**src/rtl/mac_rx_fcs_check.sv**
```systemverilog
// rtl/mac_rx_fcs_check.sv - Ethernet RX FCS check, FCS strip and per-frame status
//
// Consumes the post-SFD byte stream (destination MAC through FCS), runs CRC-32
// over every byte, forwards all but the last four bytes, and reports one status
// pulse per frame (CRC verdict, length-range error, abort, length).
//
// Ports:
//   clk, rst        clock, asynchronous active-high reset
//   in_valid        qualifies in_data/in_sof/in_eof
//   in_data         frame byte
//   in_sof/in_eof   first byte / last FCS byte of frame
//   out_valid       qualifies out_data/out_sof/out_eof
//   out_data        forwarded byte (FCS never forwarded)
//   out_sof/out_eof first / last forwarded byte
//   stat_valid      one-cycle frame status pulse
//   stat_crc_ok     CRC residue matched
//   stat_len_err    length outside [MIN_FRAME, MAX_FRAME] (when CHECK_LEN)
//   stat_abort      frame cut short by a new in_sof
//   stat_frame_len  bytes accepted, FCS included, saturating at 2047
module mac_rx_fcs_check #(
  parameter int MIN_FRAME = 64,
  parameter int MAX_FRAME = 1518,
  parameter int CHECK_LEN = 1
) (
  input  logic        clk,
  input  logic        rst,
  input  logic        in_valid,
  input  logic [7:0]  in_data,
  input  logic        in_sof,
  input  logic        in_eof,
  output logic        out_valid,
  output logic [7:0]  out_data,
  output logic        out_sof,
  output logic        out_eof,
  output logic        stat_valid,
  output logic        stat_crc_ok,
  output logic        stat_len_err,
  output logic        stat_abort,
  output logic [10:0] stat_frame_len
);

  localparam logic [31:0] CRC_SEED = 32'hFFFFFFFF;
  localparam logic [31:0] RESIDUE  = 32'hDEBB20E3;
  localparam logic [10:0] LEN_MAX  = 11'd2047;

  typedef enum logic {IDLE, FRAME} state_t;

  state_t      state;
  logic [31:0] crc;
  logic [10:0] len;
  logic [31:0] dly;       // byte k-4 sits in [31:24] once four bytes are buffered
  logic        pend_one;  // 1-byte frame status deferred behind an abort status

  logic [31:0] crc_nxt;
  logic [10:0] len_inc;

  function automatic logic [31:0] crc_byte(input logic [31:0] c, input logic [7:0] d);
    logic [31:0] r;
    r = c;
    for (int i = 0; i < 8; i++) begin
      r = (r[0] ^ d[i]) ? ((r >> 1) ^ 32'hEDB88320) : (r >> 1);
    end
    return r;
  endfunction

  function automatic logic len_bad(input logic [10:0] n);
    return (CHECK_LEN != 0) && ((int'(n) < MIN_FRAME) || (int'(n) > MAX_FRAME));
  endfunction

  // A sof byte always starts from a fresh seed, whether from IDLE or as an abort.
  always_comb begin
    crc_nxt = crc_byte(in_sof ? CRC_SEED : crc, in_data);
    len_inc = (len == LEN_MAX) ? LEN_MAX : len + 11'd1;
  end

  always_ff @(posedge clk or posedge rst) begin
    if (rst) begin
      state          <= IDLE;
      crc            <= CRC_SEED;
      len            <= '0;
      dly            <= '0;
      pend_one       <= 1'b0;
      out_valid      <= 1'b0;
      out_data       <= '0;
      out_sof        <= 1'b0;
      out_eof        <= 1'b0;
      stat_valid     <= 1'b0;
      stat_crc_ok    <= 1'b0;
      stat_len_err   <= 1'b0;
      stat_abort     <= 1'b0;
      stat_frame_len <= '0;
    end else begin
      out_valid  <= 1'b0;
      out_sof    <= 1'b0;
      out_eof    <= 1'b0;
      stat_valid <= 1'b0;
      stat_abort <= 1'b0;

      if (pend_one) begin
        pend_one       <= 1'b0;
        stat_valid     <= 1'b1;
        stat_crc_ok    <= 1'b0;
        stat_len_err   <= len_bad(11'd1);
        stat_frame_len <= 11'd1;
      end

      if (in_valid) begin
        case (state)
          IDLE: begin
            if (in_sof) begin
              crc <= crc_nxt;
              len <= 11'd1;
              dly <= {24'd0, in_data};
              if (in_eof) begin
                stat_valid     <= 1'b1;
                stat_crc_ok    <= 1'b0;
                stat_len_err   <= len_bad(11'd1);
                stat_frame_len <= 11'd1;
              end else begin
                state <= FRAME;
              end
            end
          end
          FRAME: begin
            if (in_sof) begin
              // Abort: report the old frame, flush the delay line, restart.
              stat_valid     <= 1'b1;
              stat_abort     <= 1'b1;
              stat_crc_ok    <= 1'b0;
              stat_len_err   <= len_bad(len);
              stat_frame_len <= len;
              crc            <= crc_nxt;
              len            <= 11'd1;
              dly            <= {24'd0, in_data};
              if (in_eof) begin
                pend_one <= 1'b1;
                state    <= IDLE;
              end
            end else begin
              crc <= crc_nxt;
              len <= len_inc;
              dly <= {dly[23:0], in_data};
              if (len >= 11'd4) begin
                out_valid <= 1'b1;
                out_data  <= dly[31:24];
                out_sof   <= (len == 11'd4);
                out_eof   <= in_eof;
              end
              if (in_eof) begin
                stat_valid     <= 1'b1;
                stat_crc_ok    <= (crc_nxt == RESIDUE);
                stat_len_err   <= len_bad(len_inc);
                stat_frame_len <= len_inc;
                state          <= IDLE;
              end
            end
          end
          default: state <= IDLE;
        endcase
      end
    end
  end

endmodule

```
**config.mk**
```make
export PLATFORM = sky130hd
export DESIGN_NAME = mac_rx_fcs_check
export DESIGN_NICKNAME = d
export VERILOG_FILES = /design/src/rtl/mac_rx_fcs_check.sv
export SDC_FILE = /design/constraint.sdc
export NUM_CORES = 1
export LEC_CHECK = 0
export CELL_PAD_IN_SITES_DETAIL_PLACEMENT = 0
export CELL_PAD_IN_SITES_GLOBAL_PLACEMENT = 1
export CORE_ASPECT_RATIO = 0.9
export CORE_MARGIN = 4
export CORE_UTILIZATION = 50
export DETAILED_ROUTE_END_ITERATION = 8
export PLACE_DENSITY_LB_ADDON = 0.1
export SYNTH_ARGS = -nofsm -noshare
export SYNTH_HDL_FRONTEND = slang
export SYNTH_SLANG_ARGS = --single-unit
```
**constraint.sdc**
```tcl
create_clock -name clk -period 6.1 [get_ports clk]
set_input_delay 0.61 -clock clk [delete_from_list [all_inputs] [get_ports clk]]
set_output_delay 0.61 -clock clk [all_outputs]
set_load 0.01 [all_outputs]
```
; ---- Word level (Yosys, flattened, before mapping)
; Index checks and enable logic that the tools add are counted.
[classes]
addsub = 1
order_cmp = 5
eq_ne = 4
n_mux = 67
n_bitwise = 18
n_reduce_logical = 4
[ops]
columns = cell, count
row1 = $mux W32, 12
row2 = $pmux W32 S2, 2
row3 = $not A13 Y14, 8
row4 = $mux W11, 9
row5 = $pmux W11 S2, 2
row6 = $mux W1, 38
row7 = $eq A32 B32 Y1 const B, 1
row8 = $gt A11 B11 Y1 const B, 2
row9 = $lt A11 B7 Y1 const B, 2
row10 = $add A11 B1 Y11 const B, 1
row11 = $eq A11 B11 Y1 const B, 1
row12 = $eq A11 B3 Y1 const B, 1
row13 = $ge A11 B3 Y1 const B, 1
row14 = $pmux W1 S2, 4
row15 = $xor A1 B1 Y1, 8
row16 = $reduce_and A4 Y1, 1
row17 = $logic_or A1 B1 Y1, 2
row18 = $ne A2 B2 Y1 const B, 1
row19 = $not A1 Y1, 2
row20 = $reduce_and A2 Y1, 1
[word_totals]
ff_bits = 103
in_bits = 13
out_inout_bits = 26
elab_cells = 113

; ---- Longest topological paths before layout
[logic_depth]
word_depth = 22
depth_mapped = 12
ltp_nobuf = 11

; ---- Least setup slack after synthesis
; OpenSTA, ideal clock, no wires.
[synth_path]
kind = input port to flip-flop
startpoint = in in_data[2]
endpoint = reg stat_crc_ok
setup_time_ns = 0.092
arrival_time_ns = 2.612
path_slack_ns = 3.397
path_stages = 8
path_buffers = 1
path_cell_list = buf_2 xnor2_1 xor2_2 xor3_2 or3_1 a21oi_1 nand4_1 o31ai_2
[synth_between]
elab_chain_cells = 16
[synth_rtl]
columns = element, line_no
row1 = start: declaration, 28  ; input logic [7:0] in_data,
row2 = $xor A1 B1 Y1 (*), 61  ; r = (r[0] ^ d[i]) ? ((r >> 1) ^ 32'hEDB88320) : (r >> 1);
row3 = $mux W32 (*), 61
row4 = $not A13 Y14 (no source line), -
row5 = $mux W32 (*) (2 in series), 61
row6 = $not A13 Y14 (no source line) / $mux W32 (equally long branches), -
row7 = $mux W32 (*), 61
row8 = $not A13 Y14 (no source line), -
row9 = $mux W32 (*), 61
row10 = $not A13 Y14 (no source line), -
row11 = $mux W32 (*), 61
row12 = $eq A32 B32 Y1 (*), 151  ; stat_crc_ok <= (crc_nxt == RESIDUE);
row13 = $mux W1 (*), 149  ; if (in_eof) begin
row14 = $mux W1 (*), 125  ; if (in_sof) begin
row15 = $pmux W1 S2 (*), 108  ; case (state)
row16 = $mux W1 (*), 107  ; if (in_valid) begin
row17 = end signal: assignment, 151
row18 = end: declaration, 36  ; output logic stat_crc_ok,
; Mark *: on every way between the ends. The rest lies on a longest branch, timed or not.
; A chain may end at the register's enable or synchronous reset.

; ---- Worst setup path in the final report
; Ends and elaborated chain as after synthesis.

==> impl_results.rst <==
.. list-table::
   :header-rows: 1

   * - Metric
     - Value
   * - Synth cell types
     - 60
   * - Wire length of the first global-routing pass
     - roughly 24 mm
   * - Global routing usage summed across all routing layers
     - 21.4%
   * - Clock-pin transition on the worst setup and hold timing paths
     - 70 ps
   * - Total global routing overflow
     - 0
   * - F_max
     - roughly 320 MHz
   * - Post-detailed-routing wire length
     - between 10 and 15 mm
   * - Post-synthesis async set-or-reset flop share
     - between 90% and 100%
   * - Simple-Gate Fraction of Synth Area
     - 17.4%
   * - Portion of synthesized cell area occupied by the leading cell type
     - between 20 and 30%
   * - Area share of fa/ha/maj cells after synthesis
     - less than 1%
   * - Count of buffers added by post-CTS timing repair for setup
     - 0
   * - Register area share after synthesis
     - approximately 43%
   * - Placeable core region
     - 12000 µm²
   * - Setup violations, final
     - 0
   * - Final weighted congestion in routability-driven placement
     - a little over 0.9
   * - Total power draw
     - between 3 and 4 mW
   * - Pin count of the biggest net entering global routing
     - 76
   * - IO Pins
     - 39
   * - Clock Tree Root
     - clkbuf_16
   * - Die span in y
     - around 110 µm
   * - Vias in the first global route
     - between 4000 and 5000
   * - Syn Area/Cell
     - 9.26 µm²
   * - Fin crit share
     - 50.9%
   * - Sequential cell area in the final layout
     - 2620 µm²
   * - Total CTS buffers
     - 9
   * - Static Leak
     - roughly 2.8 nW
   * - Type of the most critical hold path
     - reg -> reg
   * - Complex-gate fraction of the synthesized area
     - 15.1%
   * - Resize count post-CTS
     - 0
   * - Highest cell delay on the worst timing path
     - 600 ps
   * - Critical path's slowest cell
     - clkdlybuf4s50_1
   * - Predominant post-synthesis flop cell
     - dfrtp_1
   * - Starting Density
     - about half
   * - Multi-input gate area in the final layout
     - 3270 µm²
   * - Multiplexer share of the synthesized area
     - roughly 1.3%
   * - Cell Rows
     - 38
   * - Vias per inst
     - roughly 5.6
   * - Number of buffers and inverters on the critical path
     - 1
   * - Cell type contributing the most total cell area after synthesis
     - dfrtp_1
   * - DRC viols
     - 0
   * - Post-synth EDFFs
     - 0
   * - Xor and xnor area share after synthesis
     - about a fifth
   * - Synthesis-to-layout area growth
     - 11.6%
   * - Category of the worst setup path launch point
     - primary input
   * - Worst-skew pair later-pin latency
     - around 360 ps
   * - Count of input and output buffers
     - 38
   * - Ordered cell list for the critical path
     - clkdlybuf4s50_1 > xnor2_1 > xor2_2 > xor3_2 > or3_1 > a21oi_1 > nand4_1 > o31ai_2
   * - Filler cell count in the final layout
     - ~1100
   * - Bufs on Longest Clock Path
     - 2
   * - Vias
     - ~4700
   * - Number of standard cells after synthesis
     - 661
   * - Minimum period implied by the final worst setup slack
     - ~3100 ps
   * - RSZ-0062 raised after global routing
     - no
   * - Diodes inserted
     - 0
   * - Routed len/inst
     - around 17 µm
   * - CP Capture Type
     - flip-flop
   * - Number of DRC violations after detailed-routing iteration 0
     - approximately 360
   * - Leading cell types in the layout, fill and taps excluded
     - nand2_1, xnor2_1, dfrtp_1
   * - DP HPWL
     - approximately 10 mm
   * - Main combinational cell family by area after synthesis
     - XOR/XNOR gates
   * - Outcome
     - complete, no violations
   * - Post-layout nets
     - between 600 and 700
   * - Clock sink count
     - between 100 and 150
   * - Syn. warnings
     - 0
   * - H-tree depth
     - 3
   * - Number of nets with antenna violations after routing
     - 0
   * - Proportion of layout cells with a drive suffix above 1
     - around an eighth
   * - Count of TritonRoute iterations in the first routing pass
     - 5
   * - Arrival time of the worst setup path
     - 3370 ps
   * - Syn Std Cell Area
     - 6120 µm²
   * - Nets in the synthesized netlist
     - 676
   * - Cells taking the most area after synthesis
     - dfrtp_1, dfstp_2, xnor2_1, nand2_1, a22o_1
   * - Number of storage elements in the synthesis netlist
     - 103
   * - Category of the most critical setup path
     - in -> reg
   * - VDD IR-drop max
     - around 0.26 mV
   * - Most common library cell in the layout ignoring fill and taps
     - nand2_1
   * - Least-Margin Pin Slew
     - 1050 ps
   * - Crit path max fanout
     - 7
   * - Number of max-slew violations in the final report
     - 0
   * - Horiz. Die Dim
     - roughly 120 µm
   * - Required arrival time at the worst endpoint
     - 6370 ps
   * - Fin Setup TNS
     - 0 ps
   * - Rel. slew slack
     - 29.6%
   * - CTS tree
     - built
   * - Max-cap check violation count
     - 0
   * - Clock skew after layout
     - between 5 and 6 ps
   * - Initial antenna violation count
     - 0
   * - Pwr dens
     - around 460 nW/µm²
   * - Top cell family by delay on the critical path
     - XOR/XNOR gates
   * - Count of endpoints failing hold in the final timing report
     - 0
   * - Die Outline Area
     - between 10000 and 15000 µm²
   * - Cts hold-fix bufs
     - 0
[routing by layer]
layer	track usage (%)	share of wire [%]	wire, µm
met1	29.1	45	6490
met2	34.2	48	6870
met3	4.62	4.5	647
met4	7.67	2.9	416
met5	0	0	0
[final cells by class]
type | instances | area share (%)
multi-input cells | 499 | 47.8
flip-flops and latches | 103 | 38.3
repair buffers | 42 | 5.93
clock buffers | 9 | 3.29
well taps | 160 | 2.93
clock inverters | 7 | 1.24
inverters | 9 | 0.531
[cells by family (layout without fill, tap and decap cells)]
logic type | Yosys count | in the layout
AOI/OAI and AO/OA | 141 | 141
buffers and inverters | 59 | 67
xor gates and xnor gates | 112 | 112
DFF | 103 | 103
muxes | 8 | 8
adders and majority gates | 2 | 2
and+or+nand+nor | 236 | 236
[synthesized netlist by cell type, drive strengths merged, types with 6 or more instances]
| library cell | n |
|---|---|
| a22o | 30 |
| mux2i | 6 |
| and3 | 10 |
| nor3 | 11 |
| a31oi | 9 |
| inv | 9 |
| dfrtp | 71 |
| nand3 | 15 |
| a21oi | 22 |
| nor2b | 7 |
| nor2 | 61 |
| o21ai | 52 |
| xor2 | 16 |
| buf | 18 |
| dfstp | 32 |
| xnor2 | 93 |
| nand2 | 107 |
| clkbuf | 32 |
[through the flow]
stage	utilization (%)	instance area, µm²	setup WS (ps)	hold slack (ps)	cells
2_1_floorplan	-	6120	2840	439	661
3_3_place_gp	54.3	6530	2660	456	813
3_5_place_dp	54.3	6530	2630	462	813
4_1_cts	56.8	6840	3010	481	829
5_1_grt	56.8	6840	2840	492	829
6_report	56.8	6840	3000	477	829
[final timing paths]
check                                 start     endpoint  slack [ps]  cells after the start
worst max-delay path             in_data[2]  stat_crc_ok        3000                      8
max in group asynchronous               rst       len[1]        4220                      3
worst min-delay path            out_data[1]  out_data[1]         480                      2
worst max register to register       crc[2]  stat_crc_ok        3290                      8
min in group asynchronous               rst        state         600                      2
worst min register to register  out_data[1]  out_data[1]         480                      2
[sequential cells by signal, indices dropped and copies added, names as in the netlist]
| signal | flops |
|---|---|
| crc | 32 |
| stat_len_err | 1 |
| out_sof | 1 |
| stat_valid | 1 |
| out_data | 8 |
| stat_abort | 1 |
| out_eof | 1 |
| stat_crc_ok | 1 |
| out_valid | 1 |
| len | 11 |
| stat_frame_len | 11 |
| state | 1 |
| pend_one | 1 |
| dly | 32 |
[power by group]
part / internal (mW) / switching (mW)
combinational: 0.682 / 0.811
clock: 0.294 / 0.297
sequential: 0.895 / 0.158
total: 1.87 / 1.27
[worst reg2reg max path: stages (launching register included)]
cell,delay (ps)
dfstp_2,640
xnor2_1,230
nor2_1,120
xor2_2,350
xor3_2,560
or3_1,320
a21oi_1,160
nand4_1,150
o31ai_2,190
No activity file was read; power rests on OpenSTA's default activity.
==> variant 1 (same flow settings) <==
Set the localparam `LEN_MAX` to 11'd1023 (it was 11'd2047).
--- a/src/rtl/mac_rx_fcs_check.sv
+++ b/src/rtl/mac_rx_fcs_check.sv
@@ -41,7 +41,7 @@
 
   localparam logic [31:0] CRC_SEED = 32'hFFFFFFFF;
   localparam logic [31:0] RESIDUE  = 32'hDEBB20E3;
-  localparam logic [10:0] LEN_MAX  = 11'd2047;
+  localparam logic [10:0] LEN_MAX  = 11'd1023;
 
   typedef enum logic {IDLE, FRAME} state_t;
 
Behaviour: no difference found for any inputs over 4 cycles, from zero or initial values and one cycle with rst high; that may be too few to reach the edited logic, so the function may still have changed.
==> variant 1 against the unedited design <==
Routed wire length fell by 2.7%; cell area decreased by 2.6%; largest cell class unchanged; power is 8.0% lower; die area decreased by 2.5%; synthesized area shrank 2.7%; synthesized cell count fell by 3.0%; worst setup slack worse by 0.32 ns; sequential cell count unchanged; sequential share of layout area rose by 1.0 points.
==> variant 1: results (changes against the unedited design) <==
stage	metric	value	unit	change
critical_path	crit-path max FO	12		+5
placed_design	Final HPWL DP	9770	um	-2.8%
timing	Slew headroom	0.263		-0.0329
grt	All-Layer GR Usage	0.218		+0.00362
grt	vias in the first global route	4403		-2.4%
synth	Synth cell types	65		+8.3%
timing	setup ws final	2.67	ns	-0.324 ns
grt	first-pass GRT wire length	23400	um	-2.9%
synth	Mapped Cells	641		-3.0%
placed_design	Place WS	2.34	ns	-0.289 ns
timing	skew final	0.00952	ns	+0.00387 ns
layout	layout cells sized above 1	0.114		-0.0100
synth	Post-Syn Nets	656		-3.0%
critical_path	Worst R2R Setup Slack	3.17	ns	-0.12 ns
drt	DR vias/cell	5.62		+0.11%
critical_path	Worst EP arrival	3.72	ns	+0.35 ns
drt	WL/cell	17.4	um	+0.21%
pwr	VDD IR max	302	uV	+14%
synth	Synth area leaders	dfrtp_1 30%, dfstp_2 14%, xnor2_1 11%		
critical_path	critical path launch point	in_data[0]		
drt	WL final	14000	um	-2.7%
placed_design	Cells after DPL	789		-3.0%
drt	Detailed Route Iter0 Violations	387		+7.8%
outcome	status	finished, final reports clean		
synth	synth cell count leaders	101 x nand2_1, 72 x xnor2_1, 71 x dfrtp_1		
pwr	Leakage	2.75	nW	-2.7%
critical_path	Critical Path Max Stage Delay	0.84	ns	+0.24 ns
-- variant 1: area by class of cell --
type                            count  area (sq um)
Fill cell                         994          4870
Multi-Input combinational cell    479          3120
Sequential cell                   103          2620
Timing Repair Buffer               43           413
Clock buffer                       10           229
Tap cell                          156           195
Clock inverter                      6          50.0
Inverter                            8          32.5
-- variant 1: how the worst min path moves through the flow --
stage / startpoint / end / slack [ns]
after floorplan: dly[1] / dly[1] / 0.45
after global placement: dly[0] / dly[0] / 0.46
after detailed placement: dly[3] / dly[3] / 0.47
after CTS: dly[0] / dly[8] / 0.48
after global routing: dly[6] / dly[6] / 0.50
final: dly[3] / dly[3] / 0.48
-- variant 1: power by group --
group          internal (mW)  switching [mW]
Combinational          0.585           0.698
Sequential             0.894           0.157
Clock                  0.284           0.269
Total                   1.76            1.12
-- variant 1: kinds of logic after synthesis --
| group | Yosys count | synth area share |
|---|---|---|
| compound gates | 146 | 0.166 |
| xor+xnor | 100 | 0.160 |
| simple gates | 217 | 0.166 |
| fa+ha+maj | 3 | 0.00588 |
| mux | 13 | 0.0239 |
| flops | 103 | 0.439 |
| buf+inv | 59 | 0.0395 |
-- variant 1: layer usage --
metal | part of all wire | vias up | track usage | wire [um]
met3 | 0.051 | 20 | 0.0528 | 722
li1 | - | 2225 | - | -
met5 | 0 | - | 0 | 0
met4 | 0.014 | 0 | 0.0524 | 199
met2 | 0.48 | 118 | 0.354 | 6760
met1 | 0.45 | 2165 | 0.294 | 6350
-- variant 1: worst max-delay path: cells and delay by family --
kind / cells / cell delay [ns]
and+or+nand+nor: 3 / 0.92
buffers and inverters: 1 / 0.84
xor gates and xnor gates: 2 / 0.71
AOI/OAI and AO/OA: 2 / 0.46
muxes: 1 / 0.16
-- variant 1: metrics by stage --
step / util / cell area (sq um)
after global placement: 0.553 / 6380
after CTS: 0.578 / 6660
after floorplan: - / 5960
after global routing: 0.578 / 6660
final: 0.578 / 6660
after detailed placement: 0.553 / 6380
==> variant 2 (same settings) <==
Made on the original files. Make the reset (`rst`) synchronous in one clocked block. Comments in the files are not updated.
--- a/src/rtl/mac_rx_fcs_check.sv
+++ b/src/rtl/mac_rx_fcs_check.sv
@@ -73,7 +73,7 @@
     len_inc = (len == LEN_MAX) ? LEN_MAX : len + 11'd1;
   end
 
-  always_ff @(posedge clk or posedge rst) begin
+  always_ff @(posedge clk) begin
     if (rst) begin
       state          <= IDLE;
       crc            <= CRC_SEED;
Function: differs if rst is asserted again (counterexample within 4 cycles, from zero or initial values and one cycle with rst high); with rst held inactive, the same outputs for 4 cycles.
==> variant 2 against the unedited design <==
Count of clock-buffer cells in the layout unchanged; routed wire length fell by 4.2%; cell area fell by 7.5%; synthesized area down 7.5%; worst setup slack lost 0.16 ns; sequential cell count is the same; critical path depth up 2; critical endpoint is now stat_crc_ok; largest cell class unchanged; highest routed layer unchanged.
Power is not compared: it rests on default switching activity, and its combinational part moved more than twofold at a synthesized area within 25%.
==> variant 2: results (changes against the unedited design) <==
stage	metric	value	unit	change
layout	area delta synth->final	11.7	%	about the same
synth	synthesized area per cell	8.63	sq um	-6.8%
placed_design	DP Area	6030	sq um	-7.6%
grt	met2 Usage GRT	0.337		-0.00528
timing	Hold WS	0.458	ns	-0.0188 ns
drt	DRT Pass-1 Iters	6		+1
layout	fill cell count	1034		-3.6%
critical_path	critical path launch point	in_data[0]		
grt	first-pass GRT wire length	23100	um	-4.2%
critical_path	Worst R2R Setup Slack	3.11	ns	-0.18 ns
outcome	status	finished, final reports clean		
critical_path	reg2reg path depth	10		+2
layout	sequential share of cell area	0.326		-0.0568
synth	Synth area leaders	dfxtp_1 36%, xnor2_1 13%, nor2_1 6.1%		
synth	Post-Syn Nets	671		-0.74%
timing	skew final	0.00580	ns	+0.000151 ns
grt	vias in the first global route	4369		-3.2%
layout	comb_multi_in	486		-2.6%
min_path	Hold Path Origin	dly[5]		
critical_path	Worst EP arrival	3.54	ns	+0.17 ns
layout	clock network share of area	0.0467		+0.00131
drt	Detailed Route Iter0 Violations	326		-9.2%
layout	Non-clock buffering overhead	0.0681		+0.00877
placed_design	Final HPWL DP	9490	um	-5.6%
layout	inverters	6		-3
placed_design	Cells after DPL	793		-2.5%
critical_path	Critical Path Max Stage Delay	0.67	ns	+0.07 ns
drt	wire length on met3	717	um	+11%
synth	Synth cell types	59		-1.7%
grt	Global Route met3 Usage	0.0436		-0.00268
critical_path	CP top delay family	simple AND/OR/NAND/NOR gates		
synth	synth cell count leaders	103 x dfxtp_1, 92 x nor2_1, 81 x xnor2_1		
critical_path	reg2reg end	stat_crc_ok		
drt	vias post-DR	4598		-1.3%
grt	met1 Resource Use GR	0.323		+0.0326
critical_path	crit-path max FO	9		+2
drt	met2 WL	6020	um	-12%
min_path	WHS Endpoint	dly[5]		
floorplan	Core Area	10900	sq um	-9.0%
[variant 2: cell count changes in the layout (fill, tap and decap cells not counted), moves of 8 or more]
| cell | before | now |
|---|---|---|
| a211o_1 | 1 | 28 |
| a21oi_1 | 22 | 30 |
| and3_1 | 9 | 1 |
| dfrtp_1 | 71 | 0 |
| dfstp_2 | 32 | 0 |
| dfxtp_1 | 0 | 103 |
| mux2i_1 | 6 | 14 |
| nand2_1 | 107 | 51 |
| nor2_1 | 56 | 92 |
| nor3_1 | 11 | 2 |
| o21ai_0 | 48 | 24 |
| xor2_1 | 11 | 21 |
[variant 2: cell families after synthesis]
logic type,count (synthesis),share of synthesized area
adder cells (fa/ha/maj),4,0.00795
buffers and inverters,67,0.0519
XOR/XNOR,111,0.189
multiplexers,20,0.0387
AO/OA/AOI/OAI,143,0.179
AND/OR/NAND/NOR,208,0.169
flip-flops,103,0.364
[variant 2: worst min-delay path: stages (launching register included)]
cell and delay (ns):
dfxtp_1 0.31, nand2_1 0.05, a21oi_1 0.05
